==> src/rtl/muldiv_pkg.sv <==
// Shared types and operand-signedness helpers for the iterative RV32M multiply/divide unit.
package muldiv_pkg;

  typedef enum logic [2:0] {
    OP_MUL    = 3'd0,
    OP_MULH   = 3'd1,
    OP_MULHSU = 3'd2,
    OP_MULHU  = 3'd3,
    OP_DIV    = 3'd4,
    OP_DIVU   = 3'd5,
    OP_REM    = 3'd6,
    OP_REMU   = 3'd7
  } muldiv_op_e;

  typedef enum logic [2:0] {
    ST_IDLE,
    ST_PREP,
    ST_CALC,
    ST_FIX,
    ST_DONE
  } muldiv_state_e;

  // MUL is sign-agnostic in its low word, so it runs on raw unsigned operands.
  function automatic logic is_signed_a(muldiv_op_e op);
    return op inside {OP_MULH, OP_MULHSU, OP_DIV, OP_REM};
  endfunction

  function automatic logic is_signed_b(muldiv_op_e op);
    return op inside {OP_MULH, OP_DIV, OP_REM};
  endfunction

  function automatic logic is_div_op(muldiv_op_e op);
    return op[2];
  endfunction

endpackage

==> src/rtl/muldiv_core_step.sv <==
// One iteration of the datapath: radix-2 shift-add multiply or restoring shift-subtract divide.
module muldiv_core_step #(
  parameter int WIDTH = 32
) (
  input  logic                 is_div,
  input  logic [2*WIDTH-1:0]   acc_in,
  input  logic [WIDTH-1:0]     operand,
  output logic [2*WIDTH-1:0]   acc_out
);

  logic [WIDTH:0] sum;
  logic [WIDTH:0] shifted;
  logic [WIDTH:0] diff;
  logic           no_borrow;

  // Multiply keeps the product in {hi, lo}; divide keeps {remainder, dividend/quotient}.
  always_comb begin
    sum       = {1'b0, acc_in[2*WIDTH-1:WIDTH]} + (acc_in[0] ? {1'b0, operand} : '0);
    shifted   = {acc_in[2*WIDTH-1:WIDTH], acc_in[WIDTH-1]};
    diff      = shifted - {1'b0, operand};
    no_borrow = (shifted >= {1'b0, operand});
    if (is_div) begin
      acc_out = {(no_borrow ? diff[WIDTH-1:0] : shifted[WIDTH-1:0]), acc_in[WIDTH-2:0], no_borrow};
    end else begin
      acc_out = {sum, acc_in[WIDTH-1:1]};
    end
  end

endmodule

==> src/rtl/muldiv_unit.sv <==
// Iterative RV32M multiply/divide unit with start/busy/done handshake and abort-on-flush.
module muldiv_unit
  import muldiv_pkg::*;
#(
  parameter int WIDTH  = 32,
  parameter int RWIDTH = 5
) (
  input  logic              clk,
  input  logic              rst,
  input  logic              en,
  input  logic              flush_i,
  input  logic              start_i,
  input  logic [2:0]        op_i,
  input  logic [WIDTH-1:0]  a_i,
  input  logic [WIDTH-1:0]  b_i,
  input  logic [RWIDTH-1:0] rd_i,
  output logic              busy_o,
  output logic              done_o,
  output logic [WIDTH-1:0]  result_o,
  output logic [RWIDTH-1:0] rd_o
);

  localparam int CW = $clog2(WIDTH);
  localparam logic [CW-1:0]    LAST_COUNT = CW'(WIDTH - 1);
  localparam logic [WIDTH-1:0] MOST_NEG   = {1'b1, {(WIDTH-1){1'b0}}};

  muldiv_state_e      state, next_state;
  muldiv_op_e         op_q;
  logic [CW-1:0]      count;
  logic [WIDTH-1:0]   a_q, b_q, operand;
  logic               sign_a, sign_b, neg_res, neg_rem;
  logic [2*WIDTH-1:0] acc, step_acc, prod;
  logic [WIDTH-1:0]   mag_a, mag_b, fix_result;
  logic               div_by_zero, div_ovf, special;

  muldiv_core_step #(.WIDTH(WIDTH)) u_step (
    .is_div  (is_div_op(op_q)),
    .acc_in  (acc),
    .operand (operand),
    .acc_out (step_acc)
  );

  always_comb begin
    mag_a       = sign_a ? -a_q : a_q;
    mag_b       = sign_b ? -b_q : b_q;
    div_by_zero = (b_q == '0);
    div_ovf     = is_signed_b(op_q) && (a_q == MOST_NEG) && (b_q == '1);
    special     = is_div_op(op_q) && (div_by_zero || div_ovf);
  end

  always_comb begin
    prod       = neg_res ? -acc : acc;
    fix_result = '0;
    case (op_q)
      OP_MUL:                       fix_result = prod[WIDTH-1:0];
      OP_MULH, OP_MULHSU, OP_MULHU: fix_result = prod[2*WIDTH-1:WIDTH];
      OP_DIV, OP_DIVU:              fix_result = neg_res ? -acc[WIDTH-1:0] : acc[WIDTH-1:0];
      default:                      fix_result = neg_rem ? -acc[2*WIDTH-1:WIDTH] : acc[2*WIDTH-1:WIDTH];
    endcase
  end

  always_ff @(posedge clk or negedge rst) begin
    if (!rst) state <= ST_IDLE;
    else      state <= next_state;
  end

  // Flush wins over everything, but only while enabled.
  always_comb begin
    next_state = state;
    if (en) begin
      if (flush_i) begin
        next_state = ST_IDLE;
      end else begin
        case (state)
          ST_IDLE: if (start_i) next_state = ST_PREP;
          ST_PREP: next_state = special ? ST_FIX : ST_CALC;
          ST_CALC: if (count == LAST_COUNT) next_state = ST_FIX;
          ST_FIX:  next_state = ST_DONE;
          default: next_state = ST_IDLE;
        endcase
      end
    end
  end

  always_comb begin
    busy_o = (state == ST_PREP) || (state == ST_CALC) || (state == ST_FIX);
    done_o = (state == ST_DONE);
  end

  always_ff @(posedge clk or negedge rst) begin
    if (!rst) begin
      op_q     <= OP_MUL;
      a_q      <= '0;
      b_q      <= '0;
      sign_a   <= 1'b0;
      sign_b   <= 1'b0;
      operand  <= '0;
      acc      <= '0;
      neg_res  <= 1'b0;
      neg_rem  <= 1'b0;
      count    <= '0;
      result_o <= '0;
      rd_o     <= '0;
    end else if (en && !flush_i) begin
      case (state)
        ST_IDLE: if (start_i) begin
          op_q   <= muldiv_op_e'(op_i);
          rd_o   <= rd_i;
          a_q    <= a_i;
          b_q    <= b_i;
          sign_a <= is_signed_a(muldiv_op_e'(op_i)) & a_i[WIDTH-1];
          sign_b <= is_signed_b(muldiv_op_e'(op_i)) & b_i[WIDTH-1];
        end
        ST_PREP: begin
          count <= '0;
          // Special divides preload the final quotient/remainder so FIX passes them through.
          if (is_div_op(op_q)) begin
            operand <= mag_b;
            if (div_by_zero) begin
              acc     <= {a_q, {WIDTH{1'b1}}};
              neg_res <= 1'b0;
              neg_rem <= 1'b0;
            end else if (div_ovf) begin
              acc     <= {{WIDTH{1'b0}}, a_q};
              neg_res <= 1'b0;
              neg_rem <= 1'b0;
            end else begin
              acc     <= {{WIDTH{1'b0}}, mag_a};
              neg_res <= sign_a ^ sign_b;
              neg_rem <= sign_a;
            end
          end else begin
            operand <= mag_a;
            acc     <= {{WIDTH{1'b0}}, mag_b};
            neg_res <= sign_a ^ sign_b;
            neg_rem <= 1'b0;
          end
        end
        ST_CALC: begin
          acc   <= step_acc;
          count <= count + CW'(1);
        end
        ST_FIX:  result_o <= fix_result;
        default: ;
      endcase
    end
  end

endmodule

==> config.mk <==
export PLATFORM = sky130hd
export DESIGN_NAME = muldiv_unit
export DESIGN_NICKNAME = d
export VERILOG_FILES = /design/src/rtl/muldiv_pkg.sv /design/src/rtl/muldiv_core_step.sv /design/src/rtl/muldiv_unit.sv
export SDC_FILE = /design/constraint.sdc
export NUM_CORES = 1
export LEC_CHECK = 0
export BUFFER_PORTS_ARGS = -buffer_cell sky130_fd_sc_hd__buf_4
export CAP_MARGIN = 15
export CORE_MARGIN = 1
export CORE_UTILIZATION = 50
export CTS_CLUSTER_DIAMETER = 30
export CTS_CLUSTER_SIZE = 10
export DETAILED_ROUTE_END_ITERATION = 10
export PLACE_DENSITY_LB_ADDON = 0.3
export SETUP_SLACK_MARGIN = 0.3
export SLEW_MARGIN = 20
export SYNTH_ARGS = -nofsm -noshare
export SYNTH_HDL_FRONTEND = slang
export SYNTH_SLANG_ARGS = --single-unit
==> constraint.sdc <==
create_clock -name clk -period 8.9 [get_ports clk]
set_input_delay 1.78 -clock clk [delete_from_list [all_inputs] [get_ports clk]]
set_output_delay 1.78 -clock clk [all_outputs]
set_load 0.02 [all_outputs]
Word level (Yosys, flattened, before mapping):

Index checks and enable logic that the tools add are counted.

* output and inout port bits: 39
* bits of input ports: 77
* register bits: 212
* logic and storage cells: 92

* reduce and logical (&&, ||, !) cells: 22
* magnitude comparators: 1
* $add $sub $neg: 8
* mux-type cells: 26
* bitwise operators: 3
* equality and inequality tests: 19

Operators by type and width (number)
* 32-bit two-way mux: 8
* 64-bit two-way mux: 4
* 32-bit negator: 4
* 64-bit case mux with 2 select lines: 1
* 32-bit case mux with 3 select lines: 1
* 32-bit equality test (second input constant): 2
* 64-bit negator: 1
* 32-bit by 32-bit adder with 33-bit output: 1
* 33-bit by 32-bit >= comparator with 1-bit output: 1
* 32-bit zero test: 1
* 32-bit subtractor: 1
* 3-bit equality test (second input constant): 6
* 3-bit by 2-bit equality test with 1-bit output (second input constant): 5
* 3-bit case mux with 4 select lines: 1
* 5-bit case mux with 2 select lines: 1
* 3-bit by 1-bit equality test with 1-bit output (second input constant): 3
* 3-bit two-way mux: 3
* 1-bit two-way mux: 7
* 3-bit zero test: 2
* 3-bit != test (second input constant): 2
* 2-bit AND reduction: 3
* 3-bit AND reduction: 2
* 3-bit nonzero test: 2
* 5-bit by 1-bit adder with 5-bit output (second input constant): 1
* 10 further kinds: 16

Depth between registers and ports, before layout:

Gate-level depths: netlist of the first run.

* word-level depth: 9
* gate-level depth with buffers: 14

Hierarchy:

A second synthesis of the first run with hierarchy kept.

* cell total of the unflattened synthesis: 2192
* area, all modules: 17992.3 sq um

By module, submodules not included
* muldiv_unit: cells an instance 1510, seq. area each 5305.1 sq um, area each 13302.8 sq um, times used 1
* muldiv_core_step: cells an instance 682, seq. area each 0.0 sq um, area each 4689.5 sq um, times used 1

Worst setup path after synthesis of the first run:

Ideal clock, no wire load.

* kind: input-to-reg
* start point: input port flush_i
* end point: register acc[62]
* data required time: 8.796 ns
* data arrival time: 3.329 ns
* buffers on the path: 2
* cell stages on the path: 8
* setup time: 0.104 ns
* slack: 5.468 ns
* path through: nor3b_1 -> nand2_1 -> or2_2 -> clkbuf_1 -> nand2_1 -> clkbuf_1 -> nor2_1 -> a221oi_1

* longest elaborated chain between the ends: 3

Ends and longest elaborated chain
* start, declared: RTL line muldiv_unit.sv:11 `input logic flush_i,`
* 1-bit zero test: RTL line muldiv_unit.sv:104 `end else if (en && !flush_i) begin`
* 1-bit logical AND: RTL line muldiv_unit.sv:104
* 2-bit AND reduction (no source line)
* end signal, assigned: RTL line muldiv_unit.sv:120 `acc <= {a_q, {WIDTH{1'b1}}};`
* end signal, assigned: RTL line muldiv_unit.sv:124 `acc <= {{WIDTH{1'b0}}, a_q};`
* end signal, assigned: RTL line muldiv_unit.sv:128 `acc <= {{WIDTH{1'b0}}, mag_a};`
* end, declared: RTL line muldiv_unit.sv:32 `logic [2*WIDTH-1:0] acc, step_acc, prod;`

No other way between the ends.
A chain may end at the register's enable or synchronous reset.

Final worst setup path of the first run:

* start point: register acc[0]
* end point: register acc[59]

* longest elaborated chain between the ends: 4

Ends and longest elaborated chain
* 32-bit two-way mux: RTL line muldiv_core_step.sv:18 `sum = {1'b0, acc_in[2*WIDTH-1:WIDTH]} + (acc_in[0] ? {1'b0, operand} : '0);`
* 32-bit by 32-bit adder with 33-bit output: RTL line muldiv_core_step.sv:18
* 64-bit two-way mux: RTL line muldiv_core_step.sv:22 `if (is_div) begin`
* 64-bit case mux with 2 select lines: RTL line muldiv_unit.sv:105 `case (state)`

No other way between the ends.

==> flow_summary.yaml, run 1 <==
die:
  die-width_um: 189
  die_y_um: 189
  ioPinCount: 116
  rows: 67
  start_util: 0.514
  die_area_um2: 35500
  core-area_um2: 33900
sta:
  hold_viol: 0
  min_period_over_period: 0.488
  slew-limit-headroom: 0.220
  setup_viol: 0
  finClkSkew_ns: 0.0195
  post-route-min-period_ns: 4.34
  timing.fmax_mhz: 230
  worst_slew_pin_slew_ns: 1.17
  maxSlewViolCount: 0
  tns_ns: 0
  rsz0062_at_grt: "no"
synthesis:
  ys_types: 76
  syn_nets: 2301
  synth_compound_area_frac: 0.238
  yosysSeqAreaShare: 0.305
  synth_async_sr_flop_share: 1.00
  muxShareOfSynthArea: 0.0683
  syn-cell-area_um2: 17400
  synthXorXnorAreaFrac: 0.100
  netlist_instances: 2151
  synth_ff_type: "dfrtp_1"
  synth_edf_count: 0
  yosys.area_share.simple: 0.188
  synthAdderAreaFrac: 0.0534
  yosys_warnings: 0
  synth_top_family_by_area: "compound AO/OA/AOI/OAI gates"
  ys_ff_latch: 212
  synth_area_per_cell_um2: 8.09
clocking:
  clk_latency_ns: 0.57
  cts.path.max_buffers: 3
  cts_tree: "yes"
  clk_pin_slew_ns: 0.05
  htreeDepth: 2
  cts_buffers: 48
  root_buffer: "clkbuf_16"
  cts_hold_buf: 0
  clock_sinks: 212
  post-cts-setup-buffers: 0
  cts_resized: 0
setup_path:
  cpMostUsedCell: "nor3_1"
  endpoint_kind: "flop"
  rr_endpoint: "acc[59]"
  reg2reg_slack_ns: 4.56
  crit_path_start_kind: "flop"
  cp_slowest_cell: "a311oi_1"
  required_ns: 9.34
  r2r-start: "acc[0]"
  reg2reg_depth: 13
  path_class: "flop to flop"
  worst_path_largest_cell_delay_ns: 0.52
  cp_max_fo: 31
  worstPathArrival_ns: 4.78
  crit_chain: "inv_1, buf_4, nor2_1, fa_1, a21o_1, a311oi_1, nor3_1, o311a_1, a211oi_1, a21oi_1, xor2_1, a221oi_1, nor3_1"
detailed_routing:
  vias: 17500
  drt_iter0_markers: 2300
  route.detailed.drc: 0
  first_pass_iters: 8
  avgViaCountPerCell: 6.57
  wl_per_cell_um: 22.6
  drtAntennaViolNets: 0
  wl_um: 60300
layout:
  finish.net_count: 2326
  syn_to_final_growth_pct: 15.9
  drive_gt1_frac: 0.152
  finish.instance_area_um2: 20200
place:
  dp_hpwl_um: 43900
  globalplace.congestion: 1.02
  io_buffers: 115
  post_dp_cell_area_um2: 18400
global_routing:
  grt_pass1_wl_um: 93800
  grt_pass1_vias: 16500
  globalRouteTotalUtil: 0.336
  grt_overflow: 0
  grt_antenna_before_repair: 0
  grt_max_degree: 77
power_and_ir_drop:
  p_leak_nw: 8.32
  total_power_mw: 8.46
  power.density_nw_per_um2: 419
  vdd_drop_max_mv: 0.207
hold_path:
  hold_start: "result_o[18]"
  whs_endpoint: "result_o[18]"
  min_path_type: "flop to flop"
  holdPathStages: 2
job:
  drv_cap: 0
outcome:
  status: "finished, final reports clean"
## logic make-up after synthesis
| group | Yosys count |
|---|---|
| mux | 109 |
| compound gates | 644 |
| xor+xnor | 199 |
| flops | 212 |
| buf+inv | 219 |
| fa+ha+maj | 73 |
| simple gates | 695 |
## per-stage QoR
| stage | cells | utilization | hold WS (ns) | worst slack, ns |
|---|---|---|---|---|
| detailed placement | 2573 | 0.545 | 0.466 | 4.05 |
| global route | 2664 | 0.595 | 0.512 | 4.43 |
| CTS | 2663 | 0.594 | 0.477 | 4.62 |
| floorplan | 2151 | - | 0.449 | 5.47 |
| global placement | 2573 | 0.545 | 0.464 | 4.09 |
| finish | 2665 | 0.595 | 0.475 | 4.56 |
## Yosys cell counts, types with 26 or more instances
master    number  share of area
nand2_1      236          0.051
dfrtp_1      212           0.31
nor2_1       180          0.039
o21ai_0      180          0.052
a21oi_1      151          0.043
clkbuf_1     149          0.032
xnor2_1      114          0.057
xor2_1        85          0.043
mux2_2        77          0.050
ha_1          71          0.051
nor3_1        56          0.016
inv_1         54          0.012
nand3_1       49          0.014
o31ai_1       33          0.014
mux2i_1       32          0.018
o211ai_1      31          0.013
nand4_1       28          0.010
a211oi_1      26          0.011
a221oi_1      26          0.013
## flip-flops by register name, summed over array words and instances, names as in the netlist, 3 cells and up
signal	count
acc	64
a_q	32
b_q	32
operand	32
result_o	32
count	5
rd_o	5
op_q	3
state	3
## per-layer routing
layer / part of all wire / GRT usage / up-vias
met1: 0.41 / 0.458 / 8246
met4: 0.061 / 0.195 / 0
met3: 0.11 / 0.0795 / 198
met5: 0 / 0 / -
li1: - / - / 7931
met2: 0.42 / 0.485 / 1124
## worst max-delay path, delay by kind of cell (launching register included)
kind	cells	cell delay, ns
AOI/OAI and AO/OA	6	2.16
DFF	1	0.48
buffers and inverters	2	0.48
adders and majority gates	1	0.45
and+or+nand+nor	3	0.42
xor gates and xnor gates	1	0.19
## cell usage in the layout, fill, tap and decap left out, drive strengths merged, types with 32 or more instances in the layout
master | Yosys | routed
nor3 | 56 | 56
buf | 16 | 140
inv | 54 | 55
mux2 | 77 | 77
a21oi | 151 | 151
xnor2 | 114 | 114
ha | 71 | 71
o31ai | 35 | 35
nand2 | 237 | 237
mux2i | 32 | 32
nor2 | 180 | 180
nand3 | 49 | 49
xor2 | 85 | 85
dfrtp | 212 | 212
o21ai | 193 | 193
clkbuf | 149 | 65
## how the worst max path moves through the flow
| stage | from | to | slack, ns |
|---|---|---|---|
| after global placement | flush_i | acc[0] | 4.09 |
| final | acc[0] | acc[59] | 4.56 |
| after detailed placement | flush_i | acc[0] | 4.05 |
| after CTS | flush_i | acc[0] | 4.62 |
| after floorplan | flush_i | acc[62] | 5.47 |
| after global routing | acc[0] | acc[59] | 4.43 |
## report_power, final
part           internal, mW  leakage [nW]  switching [mW]  total [mW]
sequential             1.32          2.61           0.814        2.13
clock                  1.20         0.793           0.599        1.80
combinational          1.79          4.92            2.73        4.52
## cell type report
class	instances	area, um^2
Fill cell	2958	13700
Tap cell	448	561
Clock inverter	25	348
Antenna cell	1	2.50
Inverter	54	203
Clock buffer	65	1340
Multi-Input combinational cell	1720	11300
Sequential cell	212	5310
Timing Repair Buffer	140	1080
(Power assumes the default switching activity.)
==> inputs of run 2 (changes only) <==
==> constraint.sdc (replaced) <==
create_clock -name clk -period 3.7 [get_ports clk]
set_input_delay 0.74 -clock clk [delete_from_list [all_inputs] [get_ports clk]]
set_output_delay 0.74 -clock clk [all_outputs]
set_load 0.02 [all_outputs]
==> flow_summary.yaml, run 2 (synthesized netlist as in run 1, its figures left out) <==
outcome:
  status: "finished, final reports clean"
sta:
  min_period_over_period: 0.906
  worst_slew_pin_slew_ns: 1.01
  setup_viol: 0
  post-route-min-period_ns: 3.35
  timing.fmax_mhz: 298
  tns_ns: 0
  hold_viol: 0
  rsz0062_at_grt: "yes"
  finClkSkew_ns: 0.0346
  maxSlewViolCount: 0
  slew-limit-headroom: 0.327
setup_path:
  cp_max_fo: 17
  crit_chain: "inv_1, ha_1, or3b_2, nor3_1, nand4_1, or2_2, nor2_1, buf_12, nor2_1, a21oi_1, o221ai_1, o311ai_0"
  endpoint_kind: "flop"
  worst_path_largest_cell_delay_ns: 0.48
  cp_slowest_cell: "or3b_2"
  cpMostUsedCell: "nor2_1"
  worstPathArrival_ns: 3.80
  path_class: "flop to flop"
  critPathTopFamily: "simple AND/OR/NAND/NOR gates"
  crit_path_start_kind: "flop"
  required_ns: 4.15
  crit_buf_inv: 2
layout:
  final_common_cell: "nand2_1"
  finish.instance_area_um2: 21200
  largest_reg_flops: 64
  final_cell_mix: "234 x nand2_1, 217 x buf_4, 209 x dfrtp_1"
  finish.net_count: 2419
  drive_gt1_frac: 0.203
  syn_to_final_growth_pct: 22.1
  diodes: 0
  largest-register: "acc"
  post-route-util: 0.627
global_routing:
  grt_overflow: 0
  grt_max_degree: 89
  grt_pass1_wl_um: 104000
  grt_antenna_before_repair: 0
  globalRouteTotalUtil: 0.379
  grt_pass1_vias: 17400
die:
  die-width_um: 189
  die_area_um2: 35500
  ioPinCount: 116
  start_util: 0.514
  die_y_um: 189
  core-area_um2: 33900
  rows: 67
clocking:
  root_buffer: "clkbuf_16"
  clk_pin_slew_ns: 0.05
  clock_sinks: 212
  cts.path.max_buffers: 3
  clk_latency_ns: 0.59
  cts_tree: "yes"
  cts_hold_buf: 0
  cts_buffers: 54
  htreeDepth: 2
place:
  dp_hpwl_um: 50000
  post_dp_cell_area_um2: 19100
  globalplace.congestion: 1.05
  io_buffers: 115
detailed_routing:
  route.detailed.drc: 0
  avgViaCountPerCell: 6.53
  first_pass_iters: 6
  drtAntennaViolNets: 0
  drt_iter0_markers: 2181
  vias: 18000
  wl_per_cell_um: 24.4
  wl_um: 67400
power_and_ir_drop:
  vdd_drop_max_mv: 0.505
  p_leak_nw: 8.90
  power.density_nw_per_um2: 1040
  total_power_mw: 22.1
job:
  drv_cap: 0
hold_path:
  min_path_type: "primary input to async pin"
==> run 2: changes by cell type in the layout (fill, tap and decap cells not counted), moves of 6 or more <==
| cell | change |
|---|---|
| clkbuf_16 | +7 |
| clkinv_2 | +6 |
| inv_6 | +6 |
| buf_12 | +7 |
| clkbuf_1 | -6 |
| buf_4 | +79 |
==> run 2: final cells by class <==
cell class	count	area (um^2)
Timing Repair Buffer	227	1800
Fill cell	2941	12600
Tap cell	448	561
Multi-Input combinational cell	1720	11500
Clock inverter	39	443
Clock buffer	62	1430
Inverter	54	203
Sequential cell	212	5310
==> run 2: worst reg2reg max path, cell delays in order (launching register included) <==
cell and delay [ns]:
dfrtp_1 0.37, inv_1 0.12, ha_1 0.20, or3b_2 0.48, nor3_1 0.31, nand4_1 0.29
or2_2 0.42, nor2_1 0.19, buf_12 0.19, nor2_1 0.07, a21oi_1 0.25, o221ai_1 0.17
o311ai_0 0.18
==> run 2: timing repair <==
| action | CTS | global route |
|---|---|---|
| cloned | 0 | 1 |
| setup buffers | 1 | 8 |
| pin swaps | 2 | 10 |
| gates resized for setup | 3 | 38 |
| endpoints found under the setup margin | 5 | 46 |
==> run 2: power breakdown <==
part / total, mW / internal, mW / switching [mW]
clock: 4.84 / 3.27 / 1.58
sequential: 4.40 / 3.19 / 1.22
combinational: 12.8 / 4.89 / 7.92
==> run 2: final timing paths <==
path / from / cells past startpoint / slack [ns] / to
max in group asynchronous: rst / 2 / 2.66 / acc[53]
max reg2reg: a_q[1] / 12 / 0.35 / acc[1]
min in group clk: en / 2 / 0.38 / state[2]
max: a_q[1] / 12 / 0.35 / acc[1]
min reg2reg: result_o[21] / 2 / 0.47 / result_o[21]
min: rst / 1 / 0.19 / a_q[12]
==> run 2: stage by stage <==
stage / hold slack [ns] / cells / setup WS (ns)
after floorplan: 0.444 / 2151 / 0.355
after global placement: 0.463 / 2651 / 0.165
after detailed placement: 0.471 / 2651 / 0.0742
after CTS: 0.209 / 2753 / 0.300
after global routing: 0.252 / 2762 / 0.252
final: 0.190 / 2762 / 0.348
==> run 2: metal layers <==
metal	GRT usage	up-vias	share of wire
met4	0.202	0	0.058
li1	-	8103	-
met1	0.512	8637	0.41
met5	0	-	0
met3	0.0857	236	0.10
met2	0.563	1067	0.43
